--- config.mk ---
export PLATFORM = sky130hd
export DESIGN_NAME = apb_arbiter_2to1
export DESIGN_NICKNAME = d
export VERILOG_FILES = /design/src/rtl/apb_arbiter_2to1.sv
export SDC_FILE = /design/constraint.sdc
export NUM_CORES = 1
export LEC_CHECK = 0
export CELL_PAD_IN_SITES_DETAIL_PLACEMENT = 1
export CELL_PAD_IN_SITES_GLOBAL_PLACEMENT = 2
export CORE_UTILIZATION = 20
export CTS_CLUSTER_SIZE = 20
export DETAILED_ROUTE_END_ITERATION = 8
export PLACE_DENSITY = 0.79
export SYNTH_ARGS = -nofsm -noshare
export SYNTH_HDL_FRONTEND = slang
export SYNTH_SLANG_ARGS = --single-unit
export TNS_END_PERCENT = 20
--- constraint.sdc ---
create_clock -name CLK -period 1.55 [get_ports CLK]
set_input_delay 0.31 -clock CLK [delete_from_list [all_inputs] [get_ports CLK]]
set_output_delay 0.31 -clock CLK [all_outputs]
set_load 0.01 [all_outputs]
--- src/rtl/apb_arbiter_2to1.sv ---
// apb_arbiter_2to1: round-robin 2:1 APB arbiter, grant held for a whole
// transfer, optional PREADY timeout that force-completes a hung access.
module apb_arbiter_2to1 #(
    parameter int                ADDR_W   = 8,
    parameter int                DATA_W   = 8,
    parameter int                TIMEOUT  = 0,
    parameter logic [DATA_W-1:0] ERR_DATA = {DATA_W{1'b1}}
) (
    input  logic              CLK,
    input  logic              RST,
    input  logic              S0_PSEL,
    input  logic              S0_PENABLE,
    input  logic              S0_PWRITE,
    input  logic [ADDR_W-1:0] S0_PADDR,
    input  logic [DATA_W-1:0] S0_PWDATA,
    output logic [DATA_W-1:0] S0_PRDATA,
    output logic              S0_PREADY,
    input  logic              S1_PSEL,
    input  logic              S1_PENABLE,
    input  logic              S1_PWRITE,
    input  logic [ADDR_W-1:0] S1_PADDR,
    input  logic [DATA_W-1:0] S1_PWDATA,
    output logic [DATA_W-1:0] S1_PRDATA,
    output logic              S1_PREADY,
    output logic              PSEL,
    output logic              PENABLE,
    output logic              PWRITE,
    output logic [ADDR_W-1:0] PADDR,
    output logic [DATA_W-1:0] PWDATA,
    input  logic [DATA_W-1:0] PRDATA,
    input  logic              PREADY,
    output logic [1:0]        GRANT,
    output logic              TIMEOUT_PULSE
);

    typedef enum logic [1:0] {
        ST_IDLE,
        ST_SETUP,
        ST_ACCESS
    } state_t;

    state_t            r_state, w_state_nx;
    logic              r_ptr, w_ptr_nx;
    logic [1:0]        r_grant, w_grant_nx;
    logic              r_psel, w_psel_nx;
    logic              r_penable, w_penable_nx;
    logic              r_pwrite, w_pwrite_nx;
    logic [ADDR_W-1:0] r_paddr, w_paddr_nx;
    logic [DATA_W-1:0] r_pwdata, w_pwdata_nx;

    logic              w_pick1;
    logic              w_expire;
    logic              w_done;
    logic [DATA_W-1:0] w_rdata;
    logic              w_unused;

    // Either APB phase counts as a request; the enables carry no extra info
    assign w_unused = &{1'b0, S0_PENABLE, S1_PENABLE};

    // r_ptr=1 means S1 wins a tie
    assign w_pick1 = S1_PSEL && (!S0_PSEL || r_ptr);
    assign w_done  = (r_state == ST_ACCESS) && (PREADY || w_expire);
    assign w_rdata = PREADY ? PRDATA : ERR_DATA;

    generate
        if (TIMEOUT > 0) begin : g_to
            localparam int CNT_W = $clog2(TIMEOUT + 1);
            logic [CNT_W-1:0] r_cnt;

            assign w_expire = (r_state == ST_ACCESS) && !PREADY &&
                              (r_cnt == CNT_W'(TIMEOUT));

            always_ff @(posedge CLK or posedge RST) begin
                if (RST)
                    r_cnt <= '0;
                else if (r_state != ST_ACCESS)
                    r_cnt <= '0;
                else if (!PREADY && !w_expire)
                    r_cnt <= r_cnt + 1'b1;
            end
        end else begin : g_no_to
            assign w_expire = 1'b0;
        end
    endgenerate

    always_ff @(posedge CLK or posedge RST) begin
        if (RST) begin
            r_state   <= ST_IDLE;
            r_ptr     <= 1'b0;
            r_grant   <= 2'b00;
            r_psel    <= 1'b0;
            r_penable <= 1'b0;
            r_pwrite  <= 1'b0;
            r_paddr   <= '0;
            r_pwdata  <= '0;
        end else begin
            r_state   <= w_state_nx;
            r_ptr     <= w_ptr_nx;
            r_grant   <= w_grant_nx;
            r_psel    <= w_psel_nx;
            r_penable <= w_penable_nx;
            r_pwrite  <= w_pwrite_nx;
            r_paddr   <= w_paddr_nx;
            r_pwdata  <= w_pwdata_nx;
        end
    end

    always_comb begin
        w_state_nx   = r_state;
        w_ptr_nx     = r_ptr;
        w_grant_nx   = r_grant;
        w_psel_nx    = r_psel;
        w_penable_nx = r_penable;
        w_pwrite_nx  = r_pwrite;
        w_paddr_nx   = r_paddr;
        w_pwdata_nx  = r_pwdata;
        unique case (r_state)
            ST_IDLE: begin
                if (S0_PSEL || S1_PSEL) begin
                    w_grant_nx   = w_pick1 ? 2'b10 : 2'b01;
                    w_pwrite_nx  = w_pick1 ? S1_PWRITE : S0_PWRITE;
                    w_paddr_nx   = w_pick1 ? S1_PADDR : S0_PADDR;
                    w_pwdata_nx  = w_pick1 ? S1_PWDATA : S0_PWDATA;
                    w_psel_nx    = 1'b1;
                    w_penable_nx = 1'b0;
                    w_state_nx   = ST_SETUP;
                end
            end
            ST_SETUP: begin
                w_penable_nx = 1'b1;
                w_state_nx   = ST_ACCESS;
            end
            ST_ACCESS: begin
                if (w_done) begin
                    w_psel_nx    = 1'b0;
                    w_penable_nx = 1'b0;
                    w_grant_nx   = 2'b00;
                    w_ptr_nx     = r_grant[0];
                    w_state_nx   = ST_IDLE;
                end
            end
            default: w_state_nx = ST_IDLE;
        endcase
    end

    assign PSEL          = r_psel;
    assign PENABLE       = r_penable;
    assign PWRITE        = r_pwrite;
    assign PADDR         = r_paddr;
    assign PWDATA        = r_pwdata;
    assign GRANT         = r_grant;
    assign TIMEOUT_PULSE = w_expire;

    assign S0_PREADY = w_done && r_grant[0];
    assign S1_PREADY = w_done && r_grant[1];
    assign S0_PRDATA = S0_PREADY ? w_rdata : '0;
    assign S1_PRDATA = S1_PREADY ? w_rdata : '0;

endmodule

==> summary.md <==
| Metric | Value |
|---|---|
| Status | `finished with violations` |
| Final Hold Viols | `0` |
| Layout cells sized above 1 | `0.331` |
| Distinct cells, synth | `23` |
| H-tree depth | `1` |
| Sw frac | `0.367` |
| TritonCTS Buffers | `3` |
| Hold/Removal Path Class | `input port to async pin` |
| Crit path max fanout | `5` |
| Int Power | `2.33 mW` |
| Starting density of the core | `0.207` |
| Ys flop type | `dfrtp_1` |
| Reg power frac | `0.300` |
| Async S/R FF share, synth | `1.00` |
| First-pass GRT wire length | `7310 um` |
| Util after Layout | `0.376` |
| Final slew viol count | `0` |
| Power Density | `1450 nW/um^2` |
| Post-route worst setup slack | `-0.220 ns` |
| Post-route ant nets | `0` |
| Post-synthesis sequential area ratio | `0.429` |
| VDD IR max | `0.378 mV` |
| CTS max path bufs | `2` |
| Fmax | `565 MHz` |
| Syn Nets | `188` |
| Largest net degree at the start of global routing | `25` |
| Filler-free cell count of the finished design | `328` |
| Tmin final | `1.77 ns` |
| Final net count | `298` |
| Clk_lat worst skew | `0.26 ns` |
| CP endpoint kind | `output pin` |
| Via count of the routed design | `1416` |
| Full die area | `7330 um^2` |
| Die width | `85.6 um` |
| Hold_buf cts | `0` |
| Clock skew | `0.00259 ns` |
| Dpl cells | `312` |
| Clk network pwr share | `0.118` |
| Drt total wl | `4490 um` |
| Avg Cell Area, Syn | `10.1 um^2` |
| GP Congestion | `0.666` |
| Switch Pwr | `1.35 mW` |
| Clk sinks | `24` |
| DR WL/cell | `13.7 um` |
| Setup TNS | `-2.68 ns` |
| CTS tree | `built` |
| Clock-pin slew on the worst setup and hold paths | `0.09 ns` |
| Starting DRT DRC Count | `24` |
| Commonest cells post-synth | `inv_1 (38), dfrtp_1 (24), and2_1 (16)` |
| Final period util | `1.14` |
| Final setup violation count | `18` |
| Cell area after synthesis | `1400 um^2` |
| Core Footprint | `6760 um^2` |
| Worst flop-to-flop path startpoint | `r_state[1]$_DFFE_PP0P_` |
| Synth Instances | `139` |
| Drt pass-1 iters | `4` |
| Row cnt | `30` |
| Drt via density | `4.32` |
| Initial antenna violation count | `0` |
| Area share of the largest cell type after synthesis | `0.429` |
| Crit Path Class | `flip-flop to output pin` |
| Yosys reg bits | `24` |
| CTS root buffer | `clkbuf_8` |
| Type of origin of the critical path | `flip-flop` |
| Synth warnings | `0` |
| Synth area leader | `dfrtp_1` |
| Leakage power | `1.22 nW` |
| Port bufs | `85` |
| IO Count | `89` |
| Vias in the first global route | `1522` |
| Max cap viols | `0` |
| Req. time, crit path | `1.24 ns` |
| Final HPWL DP | `3250 um` |
| Worst R2R Setup Slack | `0.10 ns` |
| GRT Util Overall | `0.126` |
| Top cells by area, synth | `dfrtp_1 (43%), o221ai_2 (11%), inv_1 (10%), and2_1 (7.2%), o21ai_2 (6.3%)` |
| Layout area overhead | `81.7%` |
| Logic pwr share | `0.583` |
| DRC violations left | `0` |
| Height of the die | `85.6 um` |
| GRT Residual Overflow | `0` |
| Worst Reg2Reg Path Length in Cells | `4` |
| EDFF count, synth | `0` |
| Top-count cell post-synth | `inv_1` |
| Reg2Reg Capture Point | `PADDR[2]$_DFFE_PP0P_` |
| Unrepaired setup endpoints after global routing | `true` |
| Antenna fix cells | `0` |
| Worst path arrival time | `1.46 ns` |
| Failing checks | `setup timing` |
==> worst max-delay path by stage <==
stage	start	end	slack [ns]
6_report	r_state[0]$_DFFE_PP0P_	S0_PRDATA[7]	-0.22
4_1_cts	r_state[0]$_DFFE_PP0P_	S1_PRDATA[0]	-0.24
2_1_floorplan	r_state[0]$_DFFE_PP0P_	S0_PRDATA[0]	0.18
5_1_grt	r_state[0]$_DFFE_PP0P_	S0_PRDATA[7]	-0.29
3_5_place_dp	PREADY	S0_PRDATA[2]	-0.74
3_3_place_gp	PREADY	S0_PRDATA[3]	-0.70
==> flip-flops by register name (all words and copies together) (netlist names) <==
name and cells:
PWRITE 1, GRANT 2, PENABLE 1, PSEL 1, r_state 2, PWDATA 8, r_ptr 1, PADDR 8
==> cell type report <==
| class | instances | area (um^2) |
|---|---|---|
| inverter | 38 | 143 |
| fill | 778 | 4220 |
| sequential | 24 | 601 |
| multi-input combinational | 73 | 634 |
| tap | 80 | 100 |
| timing repair buffer | 109 | 1010 |
| clock buffer | 4 | 55.1 |
==> timing repair <==
action                     4_1_cts  5_1_grt
resized for setup               85       13
setup buffers                    8        2
gates cloned                     2        0
pin swaps                       10        5
setup endpoints to repair       20       25
==> cells in the final DEF, fill, tap and decap left out, types with 4 or more instances in the layout <==
cell,netlist,layout
clkdlybuf4s50_1,0,63
inv_1,38,38
dfrtp_1,24,24
buf_4,1,21
and2_1,16,12
buf_2,1,11
o21ai_2,10,10
o221ai_2,10,10
buf_6,3,10
o21ai_0,9,8
o221ai_1,7,7
nor2_4,0,4
and2_4,0,4
clkbuf_8,0,4
==> power by group through the flow <==
stage / registers, mW / clock network, mW / logic (mW)
after floorplan: 1.24 / 0 / 0.979
after global placement: 1.12 / 0 / 2.05
after detailed placement: 1.13 / 0 / 2.09
after CTS: 1.11 / 0.457 / 2.16
after global routing: 1.14 / 0.479 / 2.33
final: 1.10 / 0.433 / 2.15
==> critical path, cell delays in order (launching register included) <==
cell and delay, ns:
dfrtp_1 0.39, nand3b_4 0.24, nor2_4 0.17, buf_6 0.11
buf_6 0.07, and2_1 0.10, buf_2 0.12
==> metrics by stage <==
stage,hold slack [ns],cell area [um^2],power [mW],setup slack [ns]
final,0.388,2540,3.68,-0.220
after global routing,0.420,2540,3.95,-0.289
after CTS,0.397,2490,3.73,-0.243
after detailed placement,0.482,2400,3.21,-0.735
after global placement,0.482,2400,3.17,-0.696
after floorplan,0.325,1400,2.22,0.181
==> routing by layer <==
metal	global-route usage	vias to the layer above	wire [um]
li1	-	677	-
met1	0.142	681	1780
met2	0.242	56	2380
met3	0.0221	2	289
met4	0.0364	0	40
met5	0	-	0
==> cell families (layout without fill, tap and decap cells) <==
kind of cell	Yosys count	after routing	synth area share
flip-flops	24	24	0.429
AND/OR/NAND/NOR	29	31	0.149
other	1	1	0.00268
AO/OA/AOI/OAI	41	41	0.269
buffers and inverters	44	151	0.149
No activity file was read; power rests on OpenSTA's default activity.
